$ cat config.mk
export PLATFORM = sky130hd
export DESIGN_NAME = audio_sample_feeder
export DESIGN_NICKNAME = d
export VERILOG_FILES = /design/src/rtl/audio_pkg.sv /design/src/rtl/sample_saturator.sv /design/src/rtl/audio_sample_feeder.sv
export SDC_FILE = /design/constraint.sdc
export NUM_CORES = 1
export LEC_CHECK = 0
export CAP_MARGIN = 20
export CORE_MARGIN = 8
export CORE_UTILIZATION = 51
export DETAILED_ROUTE_END_ITERATION = 7
export GPL_ROUTABILITY_DRIVEN = 0
export PLACE_DENSITY = 0.94
export SYNTH_ARGS = -nofsm -noshare
export SYNTH_HDL_FRONTEND = slang
export SYNTH_SLANG_ARGS = --single-unit
$ cat constraint.sdc
create_clock -name clock -period 4.3 [get_ports clock]
set_input_delay 0.43 -clock clock [delete_from_list [all_inputs] [get_ports clock]]
set_output_delay 0.43 -clock clock [all_outputs]
set_load 0.01 [all_outputs]
$ cat src/rtl/audio_pkg.sv
// Shared definitions for the audio sample feeder: sample width, default
// divider for 48 kHz output from a 50 MHz clock, and the feeder state type.
package audio_pkg;

   localparam int SAMPLE_W           = 32;
   localparam int SAMPLE_DIV_DEFAULT = 1042;

   typedef enum logic {
      ST_IDLE    = 1'b0,
      ST_PENDING = 1'b1
   } feeder_state_e;

endpackage

$ cat src/rtl/sample_saturator.sv
// Gain stage for the mixed note sum: arithmetic right shift followed by a
// symmetric clamp to a SAT_BITS-wide signed range, sign-extended to 32 bits.
module sample_saturator
   import audio_pkg::*;
#(
   parameter int GAIN_SHIFT = 2,
   parameter int SAT_BITS   = 24
) (
   input  logic [SAMPLE_W-1:0] sample_i,
   output logic [SAMPLE_W-1:0] sample_o,
   output logic                clip_o
);

   // Symmetric limits keep positive and negative full scale equal in magnitude.
   localparam logic signed [SAMPLE_W-1:0] SAT_MAX = (32'sd1 <<< (SAT_BITS - 1)) - 32'sd1;
   localparam logic signed [SAMPLE_W-1:0] SAT_MIN = -SAT_MAX;

   logic signed [SAMPLE_W-1:0] shifted;

   assign shifted = $signed(sample_i) >>> GAIN_SHIFT;

   // NOTE: every signal written here gets a default first so no latch is inferred.
   always_comb begin
      sample_o = shifted;
      clip_o   = 1'b0;
      if (shifted > SAT_MAX) begin
         sample_o = SAT_MAX;
         clip_o   = 1'b1;
      end else if (shifted < SAT_MIN) begin
         sample_o = SAT_MIN;
         clip_o   = 1'b1;
      end
   end

endmodule

$ cat src/rtl/audio_sample_feeder.sv
// Paces processed audio samples into a stereo codec FIFO at the sample rate,
// holding one sample while the FIFO is full; newer samples replace older ones.
module audio_sample_feeder
   import audio_pkg::*;
#(
   parameter int SAMPLE_DIV = SAMPLE_DIV_DEFAULT,
   parameter int GAIN_SHIFT = 2,
   parameter int SAT_BITS   = 24
) (
   input  logic                clock,
   input  logic                reset,
   input  logic [SAMPLE_W-1:0] sample_in,
   input  logic                mute,
   input  logic                write_ready,
   output logic                write,
   output logic [SAMPLE_W-1:0] left_data,
   output logic [SAMPLE_W-1:0] right_data,
   output logic                clip,
   output logic [15:0]         drop_count
);

   localparam int                CNT_W    = (SAMPLE_DIV > 1) ? $clog2(SAMPLE_DIV) : 1;
   localparam logic [CNT_W-1:0]  CNT_LAST = CNT_W'(SAMPLE_DIV - 1);

   logic [CNT_W-1:0]    cnt_q, cnt_d;
   logic                tick;
   feeder_state_e       state_q, state_d;
   logic [SAMPLE_W-1:0] hold_q, hold_d;
   logic [SAMPLE_W-1:0] data_q, data_d;
   logic                write_q, write_d;
   logic                clip_q, clip_d;
   logic [15:0]         drop_q, drop_d;
   logic [SAMPLE_W-1:0] sat_sample;
   logic [SAMPLE_W-1:0] proc_sample;
   logic                sat_clip;
   logic                do_write;

   sample_saturator #(
      .GAIN_SHIFT (GAIN_SHIFT),
      .SAT_BITS   (SAT_BITS)
   ) u_sat (
      .sample_i (sample_in),
      .sample_o (sat_sample),
      .clip_o   (sat_clip)
   );

   assign proc_sample = mute ? '0 : sat_sample;
   assign tick        = (cnt_q == CNT_LAST);
   assign cnt_d       = tick ? '0 : cnt_q + CNT_W'(1);

   // The write strobe is registered, so a write decided this cycle shows up
   // next cycle; blocking on write_q keeps strobes from landing back to back.
   assign do_write = (state_q == ST_PENDING) && write_ready && !write_q;

   // NOTE: sequential state uses non-blocking assignments so all flops update together.
   always_ff @(posedge clock or posedge reset) begin
      if (reset) begin
         cnt_q   <= '0;
         state_q <= ST_IDLE;
         hold_q  <= '0;
         data_q  <= '0;
         write_q <= 1'b0;
         clip_q  <= 1'b0;
         drop_q  <= '0;
      end else begin
         cnt_q   <= cnt_d;
         state_q <= state_d;
         hold_q  <= hold_d;
         data_q  <= data_d;
         write_q <= write_d;
         clip_q  <= clip_d;
         drop_q  <= drop_d;
      end
   end

   always_comb begin
      state_d = state_q;
      case (state_q)
         ST_IDLE:    if (tick) state_d = ST_PENDING;
         ST_PENDING: if (do_write && !tick) state_d = ST_IDLE;
         default:    state_d = ST_IDLE;
      endcase
   end

   always_comb begin
      write_d = do_write;
      data_d  = do_write ? hold_q : data_q;
      hold_d  = tick ? proc_sample : hold_q;
      clip_d  = tick && sat_clip && !mute;
      drop_d  = drop_q;
      // An unwritten sample replaced by a newer one counts as a drop.
      if ((state_q == ST_PENDING) && tick && !do_write && (drop_q != 16'hFFFF))
         drop_d = drop_q + 16'd1;
   end

   assign write      = write_q;
   assign left_data  = data_q;
   assign right_data = data_q;
   assign clip       = clip_q;
   assign drop_count = drop_q;

endmodule

Yosys cells after proc, flatten, opt, wreduce, memory -nomap -nowiden. Cells that the tools add are included.

$add $sub $neg: 2. Multiply operators: 0. Divide/modulo/power cells: 0. Magnitude comparators: 2. Equal/unequal tests: 2. Shift-type cells: 0. Multiplexer cells: 9. Bitwise gates (word level): 1. Reduce and logical (&&, ||, !) cells: 12.

Operators with widths (number): $mux W32 (3); $gt A30 B24 Y1 const B (1); $lt A30 B24 Y1 const B (1); $add A16 B1 Y16 const B (1); $ne A16 B16 Y1 const B (1); $add A11 B1 Y11 const B (1); $eq A11 B11 Y1 const B (1); $mux W11 (1); $logic_and A1 B1 Y1 (8); $logic_not A1 Y1 (4); $mux W1 (4); $pmux W1 S2 (1); $not A1 Y1 (1).

Bits in registers: 94. Latch bits: 0. Bits in writable memories: 0. Bits in read-only memories: 0. Output and inout port bits: 82. Memories: 0.

Longest topological paths before layout.
Depth in word-level cells: 5. Mapped depth: 8. Gate-level depth less buffers: 7.

Hierarchy. Synthesis repeated with hierarchy kept, for this count alone.

Cell total of the unflattened synthesis: 502. Area total of the unflattened synthesis: 4539.4 µm².

Modules (own cells, without submodules): audio_sample_feeder (instances 1, cells each 425, area each 4121.5 µm², seq. area each 2352.3 µm²); sample_saturator (instances 1, cells each 77, area each 417.9 µm², seq. area each 0.0 µm²).

Least setup slack after synthesis. Ideal clock, no wire load.

Path kind: register -> register. From: register cnt_q[1]. To: register drop_q[1] (netlist: drop_count[1]). Setup time: 125 ps. Data arrival time: 1843 ps. Data required time: 4175 ps. Slack: 2333 ps. Stages on the path, launching flop included: 7. Period minus slack after synthesis: 1967 ps. Cell sequence: dfrtp_1 -> inv_1 -> ha_1 -> nor4b_4 -> nand3_4 -> a311oi_4 -> mux2_2.

Word-level cells in the longest chain between the ends: 4.

Ends and longest elaborated chain: start, declared (RTL line audio_sample_feeder.sv:25) `logic [CNT_W-1:0] cnt_q, cnt_d;`; start signal, assigned (RTL line audio_sample_feeder.sv:66) `cnt_q <= cnt_d;`; $eq A11 B11 Y1 (RTL line audio_sample_feeder.sv:48) `assign tick = (cnt_q == CNT_LAST);`; $logic_and A1 B1 Y1 (3 in series) (RTL line audio_sample_feeder.sv:92) `if ((state_q == ST_PENDING) && tick && !do_write && (drop_q != 16'hFFFF))`; end signal, assigned (RTL line audio_sample_feeder.sv:72) `drop_q <= drop_d;`; end, declared (RTL line audio_sample_feeder.sv:32) `logic [15:0] drop_q, drop_d;`.

Every way passes these cells. A chain may end at the register's enable or synchronous reset.

Final worst setup path.
From: input sample_in[12]. To: register hold_q[17].

Word-level cells in the longest chain between the ends: 4. Elaborated cells between the ends (all ways): 5. Those cells by class: order compare (2); mux (3).

Ends and longest elaborated chain: start, declared (RTL line audio_sample_feeder.sv:12) `input logic [SAMPLE_W-1:0] sample_in,`; $lt A30 B24 Y1 (RTL line sample_saturator.sv:29) `end else if (shifted < SAT_MIN) begin`; $mux W32 (RTL line sample_saturator.sv:29); $mux W32 (*) (RTL line sample_saturator.sv:26) `if (shifted > SAT_MAX) begin`; $mux W32 (*) (RTL line audio_sample_feeder.sv:47) `assign proc_sample = mute ? '0 : sat_sample;`; end signal, assigned (RTL line audio_sample_feeder.sv:68) `hold_q <= hold_d;`; end, declared (RTL line audio_sample_feeder.sv:28) `logic [SAMPLE_W-1:0] hold_q, hold_d;`.

Every way passes the cells marked *; elsewhere a longest branch is shown, timed or not.

==> results_dict.tcl <==
set metrics [dict create \
    p_leak_uw 0.00238 \
    diodes 0 \
    stdcell_count 610 \
    ys.flop_type "dfrtp_1" \
    dp_cells 593 \
    path_clk_slew_ns 0.10 \
    setup_viol 0 \
    ant_nets 0 \
    postCtsSetupBuffers 0 \
    status "finished clean" \
    synth_edf_count 0 \
    antenna_found_initial 0 \
    endpoint_kind "flop" \
    powerDensity_nw_per_um2 367 \
    r2r_cells 6 \
    num_rows 32 \
    area_delta_synth_final_pct 30.6 \
    initial_utilization_pct 52.5 \
    p_int_uw 1450 \
    r2r_setup_slack_ns 1.68 \
    synth_area_per_cell_um2 9.57 \
    required_ns 4.56 \
    cts-hold-fix-buffers 0 \
    cts_buffers 9 \
    worstSetupPathType "primary input to flop" \
    synthMuxAreaShare_pct 0.277 \
    hold_viol_final 0 \
    synth_xor_area_share_pct 5.18 \
    peakVddDrop_uv 205 \
    cts_sinks 90 \
    grt_overflow 0 \
    via_per_inst 5.27 \
    clock_path_buffers 2 \
    cp_max_fo 22 \
    grt_max_degree 63 \
    switching_power_uw 490 \
    track_usage_pct 18.0 \
    setup-tns-final_ns 0 \
    vias 3217 \
    clock-root-buffer "clkbuf_8" \
    ys_ff_latch 90 \
    final_util_pct 68.6 \
    cp_top_family "buffers and inverters" \
    io_buffers 115 \
    dr.pass1.iters 4 \
    p_comb_share_pct 19.2 \
    fillers 559 \
    yosysWarnings 0 \
    rsz0062_at_grt "false" \
    switching_share_pct 25.2 \
    boundaryPins 118 \
    htreeDepth 3 \
    yosys.area_share.adder_pct 1.23 \
    drc 0 \
    critPathBufInv 2 \
    seqPwrFrac_pct 48.0 \
    drt_iter0_drc 175 \
    cts_tree "done" \
    slowest_delay_ns 0.55 \
    worst_slew_pin_slew_ns 0.984 \
    grt_pass1_vias 3357 \
    syn_area_um2 4060 \
    reg2reg_from "cnt_q[1]" \
    crit_path_start "sample_in[12]" \
    p_total_uw 1940 \
    fp.coreArea_um2 7730 \
    grt_pass1_wl_um 16300 \
    drive_gt1_share_pct 5.51 \
    post-route-period-util_pct 63.0 \
    final_max_slew_viol_count 0 \
    min_period_ns 2.71 \
    ys_types 29 \
    fin_nets 543 \
    syn_nets 464 \
    clockPowerShare_pct 32.9 \
    maxCapViolations 0 \
    critPathSlowestCell "inv_1" \
    postCtsResizedCells 0 \
    async_flop_share_pct 100 \
    die_area_um2 11100 \
    fp.dieH_um 105 \
    fmax_mhz 369 \
    worstReg2RegEnd "drop_count[1]" \
    clock_skew_ns 0.0150 \
    synth_top_family_by_area "simple AND/OR/NAND/NOR gates" \
    syn_inst 424 \
    dp_hpwl_um 6980 \
    synth-simple-area-share_pct 20.0 \
    synth_compound_area_share_pct 9.40 \
    wl_per_cell_um 16.5 \
    slew_headroom_pct 34.3 \
    worst_path_most_repeated_cell "o21ai_0" \
    hold_path.class "primary input to async pin" \
    critPathLaunchType "primary input" \
    arrival_ns 2.97 \
    wirelength_um 10100 \
    clk-insertion-delay-late_ns 0.36 \
    die_x_um 105 \
    path_cells "clkdlybuf4s50_1 > nor4_1 > nand4_1 > o21ai_0 > ha_1 > inv_1 > a21oi_1 > o21ai_0" \
    ys_seq_area_share_pct 55.5 \
]
-- power groups by stage --
stage          clock, uW  combinational [uW]  sequential, uW
6_report             640                 373             932
5_1_grt              682                 401             941
4_1_cts              650                 377             933
3_5_place_dp           0                 374             950
3_3_place_gp           0                 367             946
2_1_floorplan          0                 162             968
-- kinds of logic after synthesis --
group / after synthesis
adder cells (fa/ha/maj): 4
AND/OR/NAND/NOR: 182
multiplexers: 1
XOR/XNOR: 24
AO/OA/AOI/OAI: 66
flip-flops: 90
buffers and inverters: 57
-- flip-flops by register name (all words and copies together), names as in the netlist --
| register | count |
|---|---|
| state_q | 1 |
| write | 1 |
| hold_q | 30 |
| drop_count | 16 |
| cnt_q | 11 |
| left_data | 30 |
| clip | 1 |
-- worst max path at each step --
stage / endpoint / slack (ns) / cells past startpoint
floorplan: clip / 1.53 / 1
global placement: hold_q[9] / 1.39 / 8
detailed placement: hold_q[12] / 1.29 / 8
CTS: hold_q[17] / 1.59 / 8
global route: hold_q[7] / 1.36 / 8
finish: hold_q[17] / 1.59 / 8
-- synthesized netlist by cell type (2+ instances only) --
cell type,n,share of area [%]
ha_1,4,1.2
nor2_1,10,0.92
nor3_1,3,0.37
xnor2_1,20,4.3
and2_1,2,0.31
a21oi_1,23,2.8
a31oi_1,3,0.46
and3_1,5,0.77
buf_4,34,6.3
clkbuf_1,16,1.5
dfrtp_1,90,55
o21ai_0,37,4.6
nand2_1,124,11
inv_1,6,0.55
xor2_1,4,0.86
nand4_1,5,0.77
nor4_1,6,0.92
nand3_1,21,2.6
-- cell usage in the layout, fill, tap and decap left out, types with 2 or more instances in the layout --
| cell | Yosys | final |
|---|---|---|
| bufinv_16 | 0 | 2 |
| buf_4 | 34 | 3 |
| xor2_1 | 4 | 4 |
| a21oi_1 | 23 | 22 |
| nor3_1 | 3 | 3 |
| nand2_1 | 124 | 124 |
| xnor2_1 | 20 | 20 |
| and2_1 | 2 | 2 |
| ha_1 | 4 | 4 |
| clkbuf_8 | 0 | 10 |
| nor2_1 | 10 | 10 |
| dfrtp_1 | 90 | 90 |
| clkinv_2 | 0 | 2 |
| o21ai_0 | 37 | 37 |
| clkinv_4 | 0 | 2 |
| nand4_1 | 5 | 5 |
| and3_1 | 5 | 5 |
| nor4_1 | 6 | 6 |
| nand3_1 | 21 | 21 |
| a31oi_1 | 3 | 3 |
| inv_1 | 6 | 5 |
| clkdlybuf4s50_1 | 0 | 115 |
-- per-stage QoR --
stage | instance area (um^2) | hold WS, ns | setup slack (ns)
CTS | 5270 | 0.473 | 1.59
floorplan | 4060 | 0.439 | 1.53
detailed placement | 5050 | 0.453 | 1.29
finish | 5300 | 0.273 | 1.59
global route | 5300 | 0.298 | 1.36
global placement | 5050 | 0.450 | 1.39
-- layer usage --
metal | part of all wire (%) | vias up | GRT usage, % | wire, um
li1 | - | 1527 | - | -
met1 | 38 | 1574 | 19.8 | 3870
met2 | 52 | 103 | 32.2 | 5270
met3 | 7.8 | 13 | 6.15 | 788
met4 | 1.6 | 0 | 4.89 | 159
met5 | 0 | - | 0 | 0
-- layout make-up --
type                    count  area [um^2]  share of cell area (%)
repair buffers            119         1200                    22.7
inverters                   6         23.8                   0.448
clock inverters             6         90.1                    1.70
well taps                 102          128                    2.41
multi-input cells         277         1470                    27.7
clock buffers              10          138                    2.60
flip-flops and latches     90         2250                    42.5
Power figures use the tool's default switching activity.
